[src/rtl/wm_pkg.sv]
// Watermark embedding engine: shared types and helpers.
// Embedding modes, FSM encoding and the saturation limit.
package wm_pkg;

    typedef enum logic [1:0] {
        BYPASS = 2'd0,
        LSB    = 2'd1,
        XOR    = 2'd2,
        BLEND  = 2'd3
    } wm_mode_t;

    typedef logic [1:0] wm_state_t;

    localparam wm_state_t ST_IDLE  = 2'd0;
    localparam wm_state_t ST_RUN   = 2'd1;
    localparam wm_state_t ST_DRAIN = 2'd2;
    localparam wm_state_t ST_DONE  = 2'd3;

    function automatic logic [63:0] sat_max(
        input int unsigned w
    );
        if (w >= 64)
            sat_max = '1;
        else
            sat_max = (64'd1 << w) - 64'd1;
    endfunction

endpackage

[src/rtl/wm_embed_engine_if.sv]
// Memory-side bus of the watermark engine.
// Shared read port for host/watermark RAMs, write port to output RAM.
interface wm_embed_engine_if #(
    parameter int PIX_W  = 8,
    parameter int ADDR_W = 12
);
    logic              rd_en;
    logic [ADDR_W-1:0] rd_addr;
    logic [PIX_W-1:0]  pix_rdata;
    logic              wm_rdata;
    logic              wr_en;
    logic [ADDR_W-1:0] wr_addr;
    logic [PIX_W-1:0]  wr_data;

    modport master (
        output rd_en, rd_addr,
        output wr_en, wr_addr, wr_data,
        input  pix_rdata, wm_rdata
    );

    modport slave (
        input  rd_en, rd_addr,
        input  wr_en, wr_addr, wr_data,
        output pix_rdata, wm_rdata
    );
endinterface

[src/rtl/wm_pixel_op.sv]
// Combinational per-pixel watermark operation.
// Applies one of four embedding modes and flags a changed pixel.
module wm_pixel_op
    import wm_pkg::*;
#(
    parameter  int PIX_W = 8,
    localparam int PL_W  = $clog2(PIX_W)
) (
    input  logic [PIX_W-1:0] p,
    input  logic             w,
    input  wm_mode_t         mode,
    input  logic [PL_W-1:0]  plane,
    input  logic [PIX_W-1:0] alpha,
    output logic [PIX_W-1:0] out,
    output logic             changed
);

    localparam logic [PIX_W-1:0] SAT = PIX_W'(sat_max(PIX_W));

    logic [PIX_W-1:0] mask;
    logic [PIX_W-1:0] wm_mask;
    logic [PIX_W:0]   sum;

    always_comb begin
        mask    = PIX_W'(1) << plane;
        wm_mask = w ? mask : '0;
        sum     = {1'b0, p} + {1'b0, (w ? alpha : '0)};
        out     = p;
        unique case (1'b1)
            mode == BYPASS: out = p;
            mode == LSB:    out = (p & ~mask) | wm_mask;
            mode == XOR:    out = p ^ wm_mask;
            mode == BLEND:  out = sum[PIX_W] ? SAT : sum[PIX_W-1:0];
            default:        out = p;
        endcase
        changed = (out != p);
    end

endmodule

[src/rtl/wm_embed_engine.sv]
// Streaming watermark embedding engine, one pixel per clock.
// Read at E(k), RAM data at E(k+1), registered write at E(k+2).
module wm_embed_engine
    import wm_pkg::*;
#(
    parameter  int PIX_W   = 8,
    parameter  int NUM_PIX = 4096,
    parameter  int ADDR_W  = (NUM_PIX > 1) ? $clog2(NUM_PIX) : 1,
    localparam int PL_W    = $clog2(PIX_W),
    localparam int CNT_W   = ADDR_W + 1
) (
    input  logic             clk,
    input  logic             rst_n,
    input  logic             start,
    input  logic             abort,
    input  logic [1:0]       mode,
    input  logic [PL_W-1:0]  plane,
    input  logic [PIX_W-1:0] alpha,
    output logic             busy,
    output logic             done,
    output logic [CNT_W-1:0] changed_cnt,
    wm_embed_engine_if.master m
);

    localparam logic [ADDR_W-1:0] LAST = ADDR_W'(NUM_PIX - 1);

    wm_state_t         state;
    wm_state_t         state_nxt;
    wm_mode_t          cfg_mode;
    logic [PL_W-1:0]   cfg_plane;
    logic [PIX_W-1:0]  cfg_alpha;
    logic [ADDR_W-1:0] addr;
    logic              rd_en_q;
    logic              drain_last;
    logic              v1;
    logic [ADDR_W-1:0] a1;
    logic              wr_en_q;
    logic [ADDR_W-1:0] wr_addr_q;
    logic [PIX_W-1:0]  wr_data_q;
    logic [PIX_W-1:0]  op_out;
    logic              op_changed;
    logic              active;
    logic              kill;
    logic              accept;
    logic              last_addr;

    assign active    = (state == ST_RUN) || (state == ST_DRAIN);
    assign kill      = active && abort;
    assign accept    = (state == ST_IDLE) && start;
    assign last_addr = (addr == LAST);

    always_comb begin
        state_nxt = state;
        unique case (state)
            ST_IDLE:
                if (start) state_nxt = ST_RUN;
            ST_RUN:
                if (abort)          state_nxt = ST_IDLE;
                else if (last_addr) state_nxt = ST_DRAIN;
            ST_DRAIN:
                if (abort)           state_nxt = ST_IDLE;
                else if (drain_last) state_nxt = ST_DONE;
            ST_DONE:
                state_nxt = ST_IDLE;
        endcase
    end

    wm_pixel_op #(.PIX_W(PIX_W)) u_op (
        .p       (m.pix_rdata),
        .w       (m.wm_rdata),
        .mode    (cfg_mode),
        .plane   (cfg_plane),
        .alpha   (cfg_alpha),
        .out     (op_out),
        .changed (op_changed)
    );

    // Status strobes are flops fed from state_nxt so they never glitch.
    always_ff @(posedge clk or negedge rst_n) begin
        if (!rst_n) begin
            state      <= ST_IDLE;
            busy       <= 1'b0;
            done       <= 1'b0;
            rd_en_q    <= 1'b0;
            drain_last <= 1'b0;
        end else begin
            state      <= state_nxt;
            busy       <= (state_nxt == ST_RUN) ||
                          (state_nxt == ST_DRAIN);
            done       <= (state_nxt == ST_DONE);
            rd_en_q    <= (state_nxt == ST_RUN);
            drain_last <= (state == ST_DRAIN) &&
                          (state_nxt == ST_DRAIN);
        end
    end

    always_ff @(posedge clk or negedge rst_n) begin
        if (!rst_n) begin
            cfg_mode  <= BYPASS;
            cfg_plane <= '0;
            cfg_alpha <= '0;
            addr      <= '0;
        end else if (accept) begin
            cfg_mode  <= wm_mode_t'(mode);
            cfg_plane <= plane;
            cfg_alpha <= alpha;
            addr      <= '0;
        end else if (state == ST_RUN && !abort && !last_addr) begin
            addr      <= addr + ADDR_W'(1);
        end
    end

    // Abort drops the in-flight stages rather than letting them write.
    always_ff @(posedge clk or negedge rst_n) begin
        if (!rst_n) begin
            v1          <= 1'b0;
            a1          <= '0;
            wr_en_q     <= 1'b0;
            wr_addr_q   <= '0;
            wr_data_q   <= '0;
            changed_cnt <= '0;
        end else begin
            v1      <= rd_en_q && !kill;
            a1      <= addr;
            wr_en_q <= v1 && !kill;
            if (v1 && !kill) begin
                wr_addr_q <= a1;
                wr_data_q <= op_out;
            end
            if (accept)
                changed_cnt <= '0;
            else if (v1 && !kill && op_changed)
                changed_cnt <= changed_cnt + CNT_W'(1);
        end
    end

    assign m.rd_en   = rd_en_q;
    assign m.rd_addr = addr;
    assign m.wr_en   = wr_en_q;
    assign m.wr_addr = wr_addr_q;
    assign m.wr_data = wr_data_q;

endmodule

[src/flat_wrapper.sv]
// flat-port wrapper written by rule: the top's interface ports become plain ports
module wm_embed_engine_flat import wm_pkg::*;
#(
    parameter  int PIX_W   = 8,
    parameter  int NUM_PIX = 4096,
    parameter  int ADDR_W  = (NUM_PIX > 1) ? $clog2(NUM_PIX) : 1,
    localparam int PL_W    = $clog2(PIX_W),
    localparam int CNT_W   = ADDR_W + 1
)
  (clk, rst_n, start, abort, mode, plane, alpha, busy, done, changed_cnt, m_rd_en, m_rd_addr, m_wr_en, m_wr_addr, m_wr_data, m_pix_rdata, m_wm_rdata);
  wm_embed_engine_if #(.PIX_W(PIX_W), .ADDR_W(ADDR_W)) m_i ();
  input  logic clk;
  input  logic rst_n;
  input  logic start;
  input  logic abort;
  input  logic [1:0] mode;
  input  logic [PL_W-1:0] plane;
  input  logic [PIX_W-1:0] alpha;
  output logic busy;
  output logic done;
  output logic [CNT_W-1:0] changed_cnt;
  output wire logic [$bits(m_i.rd_en)-1:0] m_rd_en;
  output wire logic [$bits(m_i.rd_addr)-1:0] m_rd_addr;
  output wire logic [$bits(m_i.wr_en)-1:0] m_wr_en;
  output wire logic [$bits(m_i.wr_addr)-1:0] m_wr_addr;
  output wire logic [$bits(m_i.wr_data)-1:0] m_wr_data;
  input wire logic [$bits(m_i.pix_rdata)-1:0] m_pix_rdata;
  input wire logic [$bits(m_i.wm_rdata)-1:0] m_wm_rdata;
  assign m_rd_en = m_i.rd_en;
  assign m_rd_addr = m_i.rd_addr;
  assign m_wr_en = m_i.wr_en;
  assign m_wr_addr = m_i.wr_addr;
  assign m_wr_data = m_i.wr_data;
  assign m_i.pix_rdata = m_pix_rdata;
  assign m_i.wm_rdata = m_wm_rdata;
  wm_embed_engine #(.PIX_W(PIX_W), .NUM_PIX(NUM_PIX), .ADDR_W(ADDR_W)) u_core (.clk(clk), .rst_n(rst_n), .start(start), .abort(abort), .mode(mode), .plane(plane), .alpha(alpha), .busy(busy), .done(done), .changed_cnt(changed_cnt), .m(m_i));
endmodule
[config.mk]
export PLATFORM = sky130hd
export DESIGN_NAME = wm_embed_engine_flat
export DESIGN_NICKNAME = d
export VERILOG_FILES = /design/src/rtl/wm_pkg.sv /design/src/rtl/wm_embed_engine_if.sv /design/src/rtl/wm_pixel_op.sv /design/src/rtl/wm_embed_engine.sv /design/src/flat_wrapper.sv
export SDC_FILE = /design/constraint.sdc
export NUM_CORES = 1
export LEC_CHECK = 0
export ABC_AREA = 0
export BUFFER_PORTS_ARGS = -buffer_cell sky130_fd_sc_hd__buf_2
export CORE_ASPECT_RATIO = 0.8
export CORE_MARGIN = 2
export CORE_UTILIZATION = 47
export DETAILED_ROUTE_END_ITERATION = 8
export PLACE_DENSITY = 0.68
export SLEW_MARGIN = 20
export SYNTH_ARGS = -nofsm -noshare
export SYNTH_HDL_FRONTEND = slang
export SYNTH_SLANG_ARGS = --single-unit
[constraint.sdc]
create_clock -name clk -period 4 [get_ports clk]
set_clock_uncertainty 0.2 [all_clocks]
set_input_delay 0.6 -clock clk [delete_from_list [all_inputs] [get_ports clk]]
set_output_delay 0.6 -clock clk [all_outputs]
set_load 0.02 [all_outputs]
# [Word-level counts from Yosys, hierarchy flattened]
# Cells that the tools add are included.
[op_classes] n_shift=1 div=0 n_bitwise=4 order_cmp=0 n_addsub=3 multipliers=0 n_reduce_logical=16 n_mux=14 eq_ne=11
[op_table] operator="13-bit 2-to-1 mux" count=2
[op_table] operator="12-bit 2-to-1 mux" count=2
[op_table] operator="8-bit 2-to-1 mux" count=3
[op_table] operator="8-bit one-hot mux with 3 select lines" count=1
[op_table] operator="13-bit by 1-bit adder with 13-bit output, second input constant" count=1
[op_table] operator="12-bit by 1-bit adder with 12-bit output, second input constant" count=1
[op_table] operator="12-bit == test, second input constant" count=1
[op_table] operator="2-bit == test, second input constant" count=6
[op_table] operator="2-bit 2-to-1 mux" count=5
[op_table] operator="8-bit by 8-bit adder with 9-bit output" count=1
[op_table] operator="8-bit bitwise AND" count=1
[op_table] operator="1-bit logical AND" count=8
[op_table] operator="8-bit inequality test" count=1
[op_table] operator="8-bit NOT" count=1
[op_table] operator="8-bit OR" count=1
[op_table] operator="2-bit one-hot mux with 4 select lines" count=1
[op_table] operator="1-bit by 3-bit left shift with 8-bit output, first input constant" count=1
[op_table] operator="8-bit XOR" count=1
[op_table] operator="2-bit by 1-bit == test with 1-bit output, second input constant" count=3
[op_table] operator="2-bit nonzero test" count=2
[op_table] operator="1-bit zero test" count=3
[op_table] operator="2-bit zero test" count=1
[op_table] operator="1-bit logical OR" count=2
[word_totals] rom_bits=0 in_bits=26 ff_bits=78 output_inout_bits=49 mem_bits_rw=0 n_memories=0 word_cells=64 latch_bits=0

# [Logic depth before layout (Yosys ltp)]
[logic_depth] word_depth=9 mapped_depth=15 mapped_depth_nobuf=12

# [By module]
# Synthesis repeated with hierarchy kept, for this count alone.
[unflattened] hier_cells=469 hier_area_um2=4583.1
[modules_own_cells] module="wm_embed_engine" area_per_inst_um2=3331.9 cells_each=287 n_inst=1 seq_area_each_um2=1951.9
[modules_own_cells] module="wm_pixel_op" area_per_inst_um2=1251.2 cells_each=182 n_inst=1 seq_area_each_um2=0.0

# [Least setup slack after synthesis]
# No wires, ideal clock.
[synth_timing] path_type="input-to-reg" from="input port m_wm_rdata" to="register u_core.changed_cnt[10]" arrival_time_ps=3856 cell_stages=15 t_required_ps=3722 path_slack_ps=-134 path_buffers=3 setup_ps=78 path_cell_list="clkbuf_1 clkbuf_1 and2_1 ha_1 fa_1 a21o_1 and4_4 or4_4 a21boi_2 nor4_1 and4_4 a21o_1 buf_6 or4_1 a21oi_1"
[synth_via] elab_chain_len=7 elab_cells_between_ends=10 classes_between="1 x add/sub; 1 x eq/ne; 4 x mux; 2 x bitwise; 2 x reduce/logical"
[synth_rtl] element="start, declared" line="flat_wrapper.sv:28" rtl="input wire logic [$bits(m_i.wm_rdata)-1:0] m_wm_rdata;"
[synth_rtl] element="8-bit 2-to-1 mux" line="wm_pixel_op.sv:27" rtl="sum = {1'b0, p} + {1'b0, (w ? alpha : '0)};"
[synth_rtl] element="8-bit by 8-bit adder with 9-bit output" line="wm_pixel_op.sv:27"
[synth_rtl] element="8-bit 2-to-1 mux" line="wm_pixel_op.sv:33" rtl="mode == BLEND: out = sum[PIX_W] ? SAT : sum[PIX_W-1:0];"
[synth_rtl] element="8-bit one-hot mux with 3 select lines (*)" line="wm_pixel_op.sv:29" rtl="unique case (1'b1)"
[synth_rtl] element="8-bit inequality test (*)" line="wm_pixel_op.sv:36" rtl="changed = (out != p);"
[synth_rtl] element="1-bit logical AND (*)" line="wm_embed_engine.sv:132" rtl="else if (v1 && !kill && op_changed)"
[synth_rtl] element="2-bit nonzero test (no source line) (*)"
[synth_rtl] element="end signal, assigned" line="wm_embed_engine.sv:133" rtl="changed_cnt <= changed_cnt + CNT_W'(1);"
[synth_rtl] element="end, declared" line="wm_embed_engine.sv:21" rtl="output logic [CNT_W-1:0] changed_cnt,"
# Every way passes the cells marked *; elsewhere a longest branch is shown, timed or not.
# A chain may end at the register's enable or synchronous reset.

# [Worst setup path in the final report]
[layout_timing] from="register u_core.cfg_alpha[0]" to="register u_core.changed_cnt[8]"
[layout_via] elab_chain_len=7
[layout_rtl] element="start, declared" line="wm_embed_engine.sv:31" rtl="logic [PIX_W-1:0] cfg_alpha;"
[layout_rtl] element="start signal, assigned" line="wm_embed_engine.sv:106" rtl="cfg_alpha <= alpha;"
[layout_rtl] element="8-bit 2-to-1 mux" line="wm_pixel_op.sv:27"
[layout_rtl] element="8-bit by 8-bit adder with 9-bit output" line="wm_pixel_op.sv:27"
[layout_rtl] element="8-bit 2-to-1 mux" line="wm_pixel_op.sv:33"
[layout_rtl] element="8-bit one-hot mux with 3 select lines" line="wm_pixel_op.sv:29"
[layout_rtl] element="8-bit inequality test" line="wm_pixel_op.sv:36"
[layout_rtl] element="1-bit logical AND" line="wm_embed_engine.sv:132"
[layout_rtl] element="2-bit nonzero test (no source line)"
# No other way between the ends.

==> results_dict.tcl <==
set metrics [dict create \
    wl_met3_um 791 \
    endpoint_kind "flop" \
    grt_use_total_pct 22.5 \
    r2r_start "u_core.cfg_alpha[0]" \
    setup_violations 0 \
    fmax_ghz 0.265 \
    first_pass_iters 5 \
    hpwl_um 8140 \
    gp_congestion 1.01 \
    synth_area_mm2 0.00451 \
    hp-class "input port to async pin" \
    outcome "finished, violations left" \
    crit_arrival_ns 3.83 \
    power_density_mw_per_mm2 637 \
    post_dp_cell_area_mm2 0.00505 \
    p_leak_nw 2.64 \
    r2r-end "u_core.changed_cnt[8]" \
    ant_nets 0 \
    drt_iter0_drc 342 \
    netlist.area_leader.share_pct 43.3 \
    netlist_instances 518 \
    hold_viol 29 \
    ios 75 \
    grt_max_degree 79 \
    grt_antenna_before_repair 0 \
    tightest_slew_ns 0.481 \
    slew_headroom_pct 67.1 \
    drc 0 \
    rsz0062_at_grt "no" \
    routed.top_layer "met4" \
    violations "negative hold slack" \
    crit_start "u_core.cfg_alpha[0]" \
    synth_common_cells "110 x nand2_1, 78 x dfrtp_1, 34 x a21oi_1" \
    drt-total-wl_um 11100 \
    ys_warn_count 0 \
    min_period_ns 3.77 \
    synthToLayoutAreaGrowth_pct 19.0 \
    grt_pass1_wl_um 18600 \
    cts_max_path_buffers 2 \
    die_w_um 114 \
    cp-endpoint "u_core.changed_cnt[8]" \
    antenna_cells 0 \
    synth-seq-cells 78 \
    htreeDepth 3 \
    drv_slew 0 \
    r2r_slack_ns 0.23 \
    seq_area_frac_synth_pct 43.3 \
    ys_top_cells_by_area "dfrtp_1 43%, nand2_1 9.2%, ha_1 4.7%" \
    via_per_inst 5.67 \
    vias 4057 \
    path_clk_slew_ns 0.07 \
    wl_per_cell_um 15.5 \
    num_rows 31 \
    clkSinkCount 78 \
    die-area_mm2 0.0104 \
    worst-setup-path-type "flop to flop" \
    grt_pass1_vias 3627 \
    place_ws_ns -0.100 \
    grt_overflow 0 \
    fin_area_mm2 0.00537 \
    cts_buffers 9 \
    yosysTopAreaCell "dfrtp_1" \
    start_util_pct 49.1 \
    ys_async_sr_fraction_pct 100 \
    synth.most_common_cell "nand2_1" \
    finalWorstSetupSlack_ns 0.232 \
    cts_tree "done" \
    clk_latency_ns 0.34 \
    cp-start-kind "flop" \
    drive_gt1_share_pct 20.6 \
    die_h_um 91.6 \
    reg2reg_depth 12 \
    ir_drop_mv 0.397 \
    critPathMaxFanout 21 \
    maxCapViolCount 0 \
    core_area_mm2 0.00919 \
    post_cts_buffers 0 \
    syn-num-nets 562 \
    root_buffer "clkbuf_16" \
    synth_cell_type_count 69 \
    dr_wl_met2_um 4840 \
    post-route-period-util_pct 94.2 \
    drt-met1-wl_um 5370 \
    synth_edf_count 0 \
    portBuffers 74 \
    synth_area_per_cell_um2 8.71 \
    layout.nets 640 \
    synthFlopType "dfrtp_1" \
    hold_ws_ns -0.0196 \
    cp_data_required_time_ns 4.06 \
]
==> through the flow <==
| stage | total power, mW | setup TNS, ns | hold slack [ns] | std cells | util, % |
|---|---|---|---|---|---|
| 6_report | 3.42 | 0 | -0.0196 | 716 | 58.4 |
| 5_1_grt | 3.67 | 0 | 0.00814 | 716 | 58.4 |
| 4_1_cts | 3.43 | 0 | 0.236 | 715 | 58.1 |
| 3_5_place_dp | 2.62 | -0.894 | 0.221 | 699 | 54.9 |
| 3_3_place_gp | 2.59 | -0.00446 | 0.219 | 699 | 54.9 |
| 2_1_floorplan | 2.18 | 0 | 0.104 | 518 | - |
==> how the worst min path moves through the flow <==
| stage | start | end | slack (ns) | cells past startpoint |
|---|---|---|---|---|
| after floorplan | rst_n | u_core.a1[0] | 0.10 | 0 |
| after global routing | rst_n | u_core.m.wr_data[0] | 0.008 | 1 |
| after CTS | alpha[3] | u_core.cfg_alpha[3] | 0.24 | 3 |
| after global placement | u_core.a1[5] | u_core.m.wr_addr[5] | 0.22 | 2 |
| final | rst_n | u_core.m.wr_data[1] | -0.02 | 1 |
| after detailed placement | u_core.a1[6] | u_core.m.wr_addr[6] | 0.22 | 2 |
==> layout by cell type, fill, tap and decap left out, drive strengths merged, types with 2 or more instances in the layout <==
| cell type | n |
|---|---|
| nor2 | 31 |
| ha | 17 |
| nand2b | 5 |
| o22ai | 4 |
| a21oi | 36 |
| nand4 | 8 |
| a21boi | 3 |
| nor3 | 4 |
| nand3 | 15 |
| a22o | 2 |
| or3b | 2 |
| and4bb | 2 |
| mux2i | 3 |
| a21o | 5 |
| clkbuf | 9 |
| a2bb2oi | 3 |
| inv | 21 |
| maj3 | 4 |
| o21ai | 33 |
| a31oi | 5 |
| o211ai | 2 |
| dfrtp | 78 |
| or2 | 2 |
| nor2b | 9 |
| or4 | 4 |
| o31ai | 8 |
| nand2 | 111 |
| xnor2 | 6 |
| or3 | 11 |
| and2 | 14 |
| o311ai | 2 |
| nor4 | 3 |
| o221ai | 4 |
| and4 | 6 |
| xor2 | 9 |
| and3 | 3 |
| a211oi | 2 |
| buf | 93 |
| clkinv | 2 |
==> layout make-up <==
cell class | instances | area [µm²]
Tap cell | 115 | 144
Fill cell | 836 | 3830
Timing Repair Buffer | 93 | 536
Inverter | 17 | 63.8
Sequential cell | 78 | 1950
Multi-Input combinational cell | 397 | 2380
Clock inverter | 7 | 65.1
Clock buffer | 9 | 225
==> sequential cells by signal (all words and copies together) (netlist names) <==
signal / count
u_core.changed_cnt: 13
u_core.m.wr_en: 1
u_core.cfg_mode: 2
u_core.drain_last: 1
u_core.a1: 12
u_core.m.wr_data: 8
u_core.state: 2
u_core.busy: 1
u_core.m.rd_en: 1
u_core.done: 1
u_core.m.rd_addr: 12
u_core.v1: 1
u_core.cfg_alpha: 8
u_core.cfg_plane: 3
u_core.m.wr_addr: 12
==> layer usage <==
| metal | global-route usage, % | vias up |
|---|---|---|
| li1 | - | 1983 |
| met4 | 7.11 | 0 |
| met3 | 5.62 | 12 |
| met5 | 0 | - |
| met1 | 33.8 | 1926 |
| met2 | 31.9 | 136 |
==> what timing repair did <==
action,in CTS,in global routing
hold buffers,0,0
gates resized for setup,0,1
endpoints found under the setup margin,0,11
==> critical path, stage by stage, from the launching register on <==
cell and delay [ns]:
dfrtp_1 0.41, and2_1 0.19, ha_2 0.21, fa_2 0.39
a21o_1 0.21, and4_4 0.19, or4_4 0.49, a21boi_2 0.14
nor4_1 0.06, and4_4 0.21, a21o_2 0.30, or4_1 0.53
a21oi_1 0.15
==> power breakdown <==
part           switching, mW  total, mW  internal (mW)
Combinational          0.910       1.48          0.569
Sequential             0.183       1.14          0.961
Clock                  0.356      0.792          0.435
Total                   1.45       3.42           1.97
==> kinds of logic after synthesis <==
family	count (synthesis)	share of synthesized area (%)
AO/OA/AOI/OAI	122	17.5
AND/OR/NAND/NOR	234	25.3
adder cells (fa/ha/maj)	22	6.05
buffers and inverters	43	4.08
multiplexers	4	0.916
XOR/XNOR	15	2.91
flip-flops	78	43.3
Note: power is estimated with default switching activity, not from simulation.
